$ cat src/rtl/imem_pkg.sv
// rtl/imem_pkg.sv - shared constants and FSM encoding for the instruction-memory arbiter
package imem_pkg;

   localparam int IMEM_ADDR_W    = 16;
   localparam int IMEM_DATA_W    = 16;
   localparam int IMEM_NUM_CORES = 4;

   typedef enum logic [1:0] {
      IDLE = 2'd0,
      READ = 2'd1,
      RESP = 2'd2
   } imem_state_t;

endpackage

$ cat src/rtl/rr_picker.sv
// rtl/rr_picker.sv - combinational round-robin winner search starting after the last owner
module rr_picker #(
   parameter int NUM_REQ = 4,
   parameter int IDX_W   = 2
) (
   input  logic [NUM_REQ-1:0] req,
   input  logic [IDX_W-1:0]   last,
   output logic               valid,
   output logic [IDX_W-1:0]   winner,
   output logic [NUM_REQ-1:0] onehot
);

   // scan (last+1) mod N .. last, first set request wins
   always_comb begin
      logic [IDX_W-1:0] cand;
      valid  = 1'b0;
      winner = '0;
      onehot = '0;
      cand   = '0;
      for (int i = 1; i <= NUM_REQ; i++) begin
         cand = IDX_W'((int'(last) + i) % NUM_REQ);
         if (!valid && req[cand]) begin
            valid        = 1'b1;
            winner       = cand;
            onehot[cand] = 1'b1;
         end
      end
   end

endmodule

$ cat src/rtl/imem_arbiter.sv
// rtl/imem_arbiter.sv - round-robin sharing of one instruction RAM read port between cores
module imem_arbiter
   import imem_pkg::*;
#(
   parameter int NUM_CORES = IMEM_NUM_CORES,
   parameter int ADDR_W    = IMEM_ADDR_W,
   parameter int DATA_W    = IMEM_DATA_W
) (
   input  logic                        clk,
   input  logic                        rstn,
   input  logic [NUM_CORES-1:0]        core_req,
   input  logic [NUM_CORES*ADDR_W-1:0] core_addr,
   output logic [NUM_CORES-1:0]        core_gnt,
   output logic [NUM_CORES-1:0]        core_rvalid,
   output logic [DATA_W-1:0]           core_rdata,
   output logic [ADDR_W-1:0]           mem_addr,
   output logic                        mem_rd,
   input  logic [DATA_W-1:0]           mem_data
);

   localparam int IDX_W = (NUM_CORES > 1) ? $clog2(NUM_CORES) : 1;

   imem_state_t           state;
   logic [IDX_W-1:0]      last;
   logic [IDX_W-1:0]      owner;
   logic                  pick_valid;
   logic [IDX_W-1:0]      pick_idx;
   logic [NUM_CORES-1:0]  pick_onehot;
   logic [ADDR_W-1:0]     pick_addr;

   rr_picker #(
      .NUM_REQ (NUM_CORES),
      .IDX_W   (IDX_W)
   ) u_picker (
      .req    (core_req),
      .last   (last),
      .valid  (pick_valid),
      .winner (pick_idx),
      .onehot (pick_onehot)
   );

   // select the winning core's address slice
   always_comb begin
      pick_addr = '0;
      for (int i = 0; i < NUM_CORES; i++) begin
         if (pick_onehot[i]) begin
            pick_addr = core_addr[i*ADDR_W +: ADDR_W];
         end
      end
   end

   // arbitrate -> read -> respond; mem_addr doubles as the latched owner address
   always_ff @(posedge clk or negedge rstn) begin
      if (!rstn) begin
         state       <= IDLE;
         last        <= IDX_W'(NUM_CORES - 1);
         owner       <= '0;
         core_gnt    <= '0;
         core_rvalid <= '0;
         core_rdata  <= '0;
         mem_addr    <= '0;
         mem_rd      <= 1'b0;
      end else begin
         case (state)
            IDLE: begin
               core_rvalid <= '0;
               if (pick_valid) begin
                  owner    <= pick_idx;
                  mem_addr <= pick_addr;
                  core_gnt <= pick_onehot;
                  mem_rd   <= 1'b1;
                  state    <= READ;
               end
            end
            READ: begin
               mem_rd      <= 1'b0;
               core_rdata  <= mem_data;
               core_rvalid <= core_gnt;
               last        <= owner;
               state       <= RESP;
            end
            RESP: begin
               core_rvalid <= '0;
               core_gnt    <= '0;
               state       <= IDLE;
            end
            default: begin
               core_rvalid <= '0;
               core_gnt    <= '0;
               mem_rd      <= 1'b0;
               state       <= IDLE;
            end
         endcase
      end
   end

endmodule

$ cat config.mk
export PLATFORM = sky130hd
export DESIGN_NAME = imem_arbiter
export DESIGN_NICKNAME = d
export VERILOG_FILES = /design/src/rtl/imem_pkg.sv /design/src/rtl/rr_picker.sv /design/src/rtl/imem_arbiter.sv
export SDC_FILE = /design/constraint.sdc
export NUM_CORES = 1
export LEC_CHECK = 0
export CAP_MARGIN = 5
export CELL_PAD_IN_SITES_DETAIL_PLACEMENT = 1
export CELL_PAD_IN_SITES_GLOBAL_PLACEMENT = 2
export CORE_ASPECT_RATIO = 0.6
export CORE_MARGIN = 4
export CORE_UTILIZATION = 22
export CTS_BUF_LIST = sky130_fd_sc_hd__clkbuf_4
export DETAILED_ROUTE_END_ITERATION = 10
export PLACE_DENSITY_LB_ADDON = 0.1
export SLEW_MARGIN = 0
export SYNTH_ARGS = -nofsm -noshare
export SYNTH_HDL_FRONTEND = slang
export SYNTH_HIERARCHICAL = 1
export SYNTH_SLANG_ARGS = --single-unit
$ cat constraint.sdc
create_clock -name clk -period 3.36 [get_ports clk]
set_input_delay 0.672 -clock clk [delete_from_list [all_inputs] [get_ports clk]]
set_output_delay 0.672 -clock clk [all_outputs]
set_load 0.005 [all_outputs]
After elaboration in Yosys (flattened, before gate mapping)
Cells that the tools add are included.
{"block": "word_totals", "reg_bits": 47, "latchBits": 0, "mem_bits_rw": 0, "rom_bits": 0, "in_bits": 86, "out_inout_bits": 41, "elab_cells": 81, "memories": 0}
{"block": "op_classes", "addsub": 4, "mul": 0, "div_mod_pow": 0, "magnitude_cmp": 8, "eq_ne": 3, "n_shift": 0, "mux": 39, "bitwise": 5, "reduce_logical": 14}
{"op": "$mux 16", "n": 4}
{"op": "$mux 4", "n": 6}
{"op": "$mux 1", "n": 13}
{"op": "$lt 2x3->1 const B", "n": 4}
{"op": "$or 4x4->4", "n": 3}
{"op": "$mux 2", "n": 5}
{"op": "$bmux 1 s2", "n": 4}
{"op": "$demux 1 s2", "n": 4}
{"op": "$ge 2x1->1 const B", "n": 4}
{"op": "$pmux 4 s2", "n": 1}
{"op": "$logic_and 1x1->1", "n": 7}
{"op": "$reduce_and 2->1", "n": 3}
{"op": "$add 2x1->2 const B", "n": 2}
{"op": "$add 2x2->2 const B", "n": 2}
{"op": "$pmux 2 s2", "n": 1}
{"op": "$logic_not 1->1", "n": 3}
{"op": "$eq 2x1->1 const B", "n": 1}
{"op": "$eq 2x2->1 const B", "n": 1}
{"op": "$logic_not 2->1", "n": 1}
{"op": "$ne 2x2->1 const B", "n": 1}
{"op": "$not 1->1", "n": 2}
{"op": "$pmux 1 s2", "n": 1}

Longest topological paths before layout
{"block": "depth", "depth_word": 17, "depth_mapped": 14}

Hierarchy
Netlist, hierarchy kept.
{"module": "imem_arbiter", "n_inst": 1, "cells_per_inst": 255, "area_per_inst_um2": 2319.7, "seq_area_each_um2": 1178.6}
{"module": "rr_picker", "n_inst": 1, "cells_per_inst": 85, "area_per_inst_um2": 631.9, "seq_area_each_um2": 0.0}

Worst setup path before layout
OpenSTA, ideal clock, no wires.
{"block": "synth_timing", "kind": "register -> register", "from": "register last[0]", "to": "register mem_addr[12]", "arrival_ns": 3.158, "required_time_ns": 3.295, "slack_ns": 0.137, "path_stages_with_launch": 14, "n_path_buf": 4, "synth_period_minus_slack_ns": 3.223, "cell_sequence": "dfstp_2 buf_6 buf_2 inv_1 ha_1 clkbuf_1 inv_1 a31oi_1 o31ai_1 a2111o_1 buf_2 nand3b_1 a221oi_1 o22a_1"}
{"block": "synth_via", "elab_cells_between_ends": 54, "classes_between": "4 x add/sub; 8 x order compare; 28 x mux; 3 x bitwise; 11 x reduce/logical"}
{"item": "from (decl)", "line_no": "imem_arbiter.sv:24", "text": "logic [IDX_W-1:0] last;"}
{"item": "from (signal assigned)", "line_no": "imem_arbiter.sv:56", "text": "last <= IDX_W'(NUM_CORES - 1);"}
{"item": "from (signal assigned)", "line_no": "imem_arbiter.sv:79", "text": "last <= owner;"}
{"item": "branches (longest 12 deep; another with $lt 2x3->1)"}
{"item": "$mux 4 *", "line_no": "rr_picker.sv:22", "text": "if (!valid && req[cand]) begin"}
{"item": "named net pick_onehot[1]", "line_no": "imem_arbiter.sv:28", "text": "logic [NUM_CORES-1:0] pick_onehot;"}
{"item": "$mux 16 * (3 in a row)", "line_no": "imem_arbiter.sv:46", "text": "if (pick_onehot[i]) begin"}
{"item": "to (signal assigned)", "line_no": "imem_arbiter.sv:69", "text": "mem_addr <= pick_addr;"}
{"item": "to (decl)", "line_no": "imem_arbiter.sv:16", "text": "output logic [ADDR_W-1:0] mem_addr,"}
Mark *: on every way through the listed nets, which the timed path passes. The select of a mux whose other input is x is not followed.
A chain may end at the register's enable or synchronous reset.

Worst setup path in the final report
{"block": "layout_timing", "from": "register last[0]", "to": "register mem_addr[3]"}
{"block": "layout_via", "elab_cells_between_ends": 54, "classes_between": "4 x add/sub; 8 x order compare; 28 x mux; 3 x bitwise; 11 x reduce/logical"}
{"item": "branches (longest 12 deep; another with $lt 2x3->1)"}
{"item": "$mux 4 *", "line_no": "rr_picker.sv:22"}
{"item": "named net pick_onehot[2]", "line_no": "imem_arbiter.sv:28"}
{"item": "$mux 16 * (2 in a row)", "line_no": "imem_arbiter.sv:46"}
Marked as above.

==> results.yml <==
run_status:
  status: "completed"
die:
  core_area_um2: 13000
  boundaryPins: 127
  starting_density_of_the_core: 0.228
  die_width_um: 158
  die-area_um2: 15400
  die_height_um: 97.7
  fp_rows: 32
min_path:
  min_path_type: "in2async"
synth:
  synth-async-reset-ratio: 1.00
  synthesis.instances: 340
  seq_area_frac_synth: 0.399
  post_synth_instance_area_um2: 2950
  synthesis.nets: 434
  ys.flop_type: "sky130_fd_sc_hd__dfrtp_1"
  count_of_flip_flops_with_a_built_in_enable_after_synthesis: 0
  yosys_warnings: 6
  syn_area_per_cell_um2: 8.68
  distinct_cell_type_count_after_synthesis: 38
  seq_cells_post_synth: 47
drt:
  avgViaCountPerCell: 4.60
  dr.first_iter.drc_count: 123
  detail-route-antenna-nets: 0
  route.met2.wl_mm: 4.51
  post_drt_wl_per_cell_um: 17.4
  final_routed_drc_violation_total: 0
  via_count: 2920
  top_layer_used: "met4"
  dr_wl_met3_um: 815
  drt_pre_antenna_iters: 4
  drt_wl_total_mm: 11.1
  routedLengthMet1_mm: 5.68
worst_setup_path:
  crit_path_end_kind: "register"
  rrSetupSlack_ns: 0.21
  launching_element_of_the_worst_setup_path: "last[0]"
  r2r_start: "last[0]"
  crit_path_start_kind: "register"
  criticalPathCategory: "reg2reg"
  critPathMaxFanout: 33
  worstPathCellList: "inv_1 -> ha_1 -> buf_4 -> nand2_1 -> o311ai_0 -> or3_1 -> buf_12 -> a21oi_1 -> a221oi_1 -> o22a_1"
  critical_path_required_ns: 3.70
  worst_path_largest_cell_delay_ns: 0.75
  cpMaxStageDelayCell: "sky130_fd_sc_hd__dfstp_4"
  worst_ep_arrival_time_ns: 3.49
global_routing:
  grt_pass1_vias: 3182
  antenna_found_initial: 1
  grt_util_all_layers: 0.144
  grt_first_pass_wirelength_mm: 17.5
  grt_start_max_net_pins: 34
  global_route.overflow_total: 0
clock_network:
  ctsRootBufferMaster: "sky130_fd_sc_hd__clkbuf_4"
  cts.htree.levels: 2
  insertion_delay_to_the_later_sink_of_the_worst_skew_pair_ns: 0.40
  clock_path_buffers: 2
  cts.sink_count: 47
  cts_made_buffers: 5
  clock_pin_slew_reported_for_the_worst_setup_and_hold_paths_after_clock_tree_synthesis_ns: 0.17
  cts_tree: "yes"
  postCtsHoldBufs: 0
place:
  place.port_buffers: 126
  hpwlAfterDp_mm: 8.05
  gpl.final_weighted_congestion: 0.777
  preCtsSetupSlack_ns: 0.0369
timing:
  timing.fmax_mhz: 317
  clock_skew_ns: 0.0101
  period_minus_slack_ns: 3.15
  post-route-period-util: 0.938
  max-slew-margin-rel: 0.503
  tightest_slew_ns: 0.744
  final.setup.tns_ns: 0
  grt_setup_unrepaired: "false"
  drv_slew: 0
  final_critical_path_setup_slack_ns: 0.209
  timing_hold_violations_final: 0
  setup_violations: 0
power:
  comb_power_share: 0.679
  pwr_density_cell_nw_per_um2: 920
  netSwitchingPower_uw: 1800
  intPower_uw: 2350
  power.sequential.fraction: 0.246
  leakage_uw: 0.00193
  ir_drop_mv: 0.278
  power_switching_share: 0.434
  power.share.clock: 0.075
finish:
  finalNetCount: 557
  final_layout_size_suffix_gt1_frac: 0.0841
  nFillCells: 1519
  area_delta_synth_final_pct: 52.7
job:
  timing.max_cap.violations: 0
[final cells by class]
cell class,instances,area (um^2),area share
Tap cell,170,213,0.0472
Clock inverter,3,22.5,0.00500
Antenna cell,1,2.50,0.000555
Clock buffer,5,37.5,0.00833
Timing Repair Buffer,146,1460,0.323
Inverter,26,97.6,0.0216
Multi-Input combinational cell,237,1500,0.332
Sequential cell,47,1180,0.262
[cells in the final DEF, fill, tap and decap left out, types with 2 or more instances in the layout]
cell                                n
sky130_fd_sc_hd__a221oi_1          17
sky130_fd_sc_hd__nand2_1           92
sky130_fd_sc_hd__mux2i_1            7
sky130_fd_sc_hd__and2_1             4
sky130_fd_sc_hd__nand4_1            6
sky130_fd_sc_hd__a31oi_1            5
sky130_fd_sc_hd__o31ai_1            4
sky130_fd_sc_hd__a211oi_1           2
sky130_fd_sc_hd__inv_1             26
sky130_fd_sc_hd__clkbuf_4           5
sky130_fd_sc_hd__nand2b_1           4
sky130_fd_sc_hd__or3_1              5
sky130_fd_sc_hd__mux2_2             3
sky130_fd_sc_hd__mux4_2             2
sky130_fd_sc_hd__buf_4             16
sky130_fd_sc_hd__nor2_1             7
sky130_fd_sc_hd__o22a_1            16
sky130_fd_sc_hd__buf_12             4
sky130_fd_sc_hd__dfrtp_1           45
sky130_fd_sc_hd__nand3b_1          17
sky130_fd_sc_hd__clkdlybuf4s50_1  125
sky130_fd_sc_hd__a21oi_1           20
sky130_fd_sc_hd__a2111o_1           4
sky130_fd_sc_hd__ha_1               8
sky130_fd_sc_hd__o21ai_0            2
[cells in the mapped netlist (2+ instances only)]
master	n	share of area
sky130_fd_sc_hd__nand2_1	92	0.12
sky130_fd_sc_hd__dfrtp_1	45	0.38
sky130_fd_sc_hd__inv_1	26	0.033
sky130_fd_sc_hd__a21oi_1	20	0.034
sky130_fd_sc_hd__a221oi_1	17	0.050
sky130_fd_sc_hd__nand3b_1	17	0.043
sky130_fd_sc_hd__o22a_1	16	0.047
sky130_fd_sc_hd__buf_2	11	0.019
sky130_fd_sc_hd__clkbuf_1	10	0.013
sky130_fd_sc_hd__ha_1	8	0.034
sky130_fd_sc_hd__mux2i_1	7	0.024
sky130_fd_sc_hd__nor2_1	7	0.0089
sky130_fd_sc_hd__nand4_1	6	0.013
sky130_fd_sc_hd__a31oi_1	5	0.011
sky130_fd_sc_hd__buf_6	5	0.019
sky130_fd_sc_hd__or3_1	5	0.011
sky130_fd_sc_hd__a2111o_1	4	0.015
sky130_fd_sc_hd__and2_1	4	0.0085
sky130_fd_sc_hd__buf_4	4	0.010
sky130_fd_sc_hd__nand2b_1	4	0.0085
sky130_fd_sc_hd__o31ai_1	4	0.010
sky130_fd_sc_hd__mux2_2	3	0.011
sky130_fd_sc_hd__a211oi_1	2	0.0051
sky130_fd_sc_hd__dfstp_2	2	0.018
sky130_fd_sc_hd__mux4_2	2	0.015
sky130_fd_sc_hd__o21ai_0	2	0.0034
[sequential cells by signal (all words and copies together), names as in the netlist]
register and cells:
mem_rd 1, mem_addr 16, state 2, last 2, core_rvalid 4, owner 2
core_gnt 4, core_rdata 16
[through the flow]
step	instance area [um^2]	util	power, uW	hold slack [ns]	cells
6_report	4510	0.348	4150	0.275	635
5_1_grt	4510	0.348	4540	0.283	635
3_5_place_dp	4440	0.342	3880	0.457	626
3_3_place_gp	4440	0.342	3820	0.449	626
2_1_floorplan	2950	-	2700	0.376	340
4_1_cts	4500	0.347	4210	0.277	634
[power by group through the flow]
stage          combinational (uW)  clock, uW  sequential [uW]
5_1_grt                      3130        356             1060
3_5_place_dp                 2850          0             1030
6_report                     2810        311             1020
2_1_floorplan                1680          0             1020
3_3_place_gp                 2800          0             1030
4_1_cts                      2860        332             1020
[cells by family (layout without fill, tap and decap cells)]
| kind of cell | after synthesis | in the layout | synth area share |
|---|---|---|---|
| mux | 12 | 12 | 0.0504 |
| compound gates | 76 | 76 | 0.194 |
| fa+ha+maj | 8 | 8 | 0.0339 |
| flops | 47 | 47 | 0.399 |
| buf+inv | 56 | 180 | 0.0937 |
| simple gates | 141 | 141 | 0.228 |
| other cells | 0 | 1 | 0 |
[metal layers]
layer,track usage,up-vias
li1,-,1432
met1,0.214,1401
met2,0.207,82
met3,0.0401,5
met4,0.0291,0
met5,0,-
[worst max-delay path: cells and delay by family, from the launching register on]
family | cells | cell delay, ns
compound gates | 4 | 1.09
fa+ha+maj | 1 | 0.37
buf+inv | 3 | 0.51
flops | 1 | 0.75
simple gates | 2 | 0.37
[path summary, 6_finish.rpt]
path,end,depth (start not counted)
max in group asynchronous,last[1],2
max reg2reg,mem_addr[3],10
min reg2reg,last[1],2
max,mem_addr[3],10
min,mem_addr[9],1
min in group clk,last[1],2
[repair_timing]
item,4_1_cts,5_1_grt
resized for setup,0,1
buffers inserted,0,0
endpoints found under the setup margin,0,1
No activity file was read; power rests on OpenSTA's default activity.
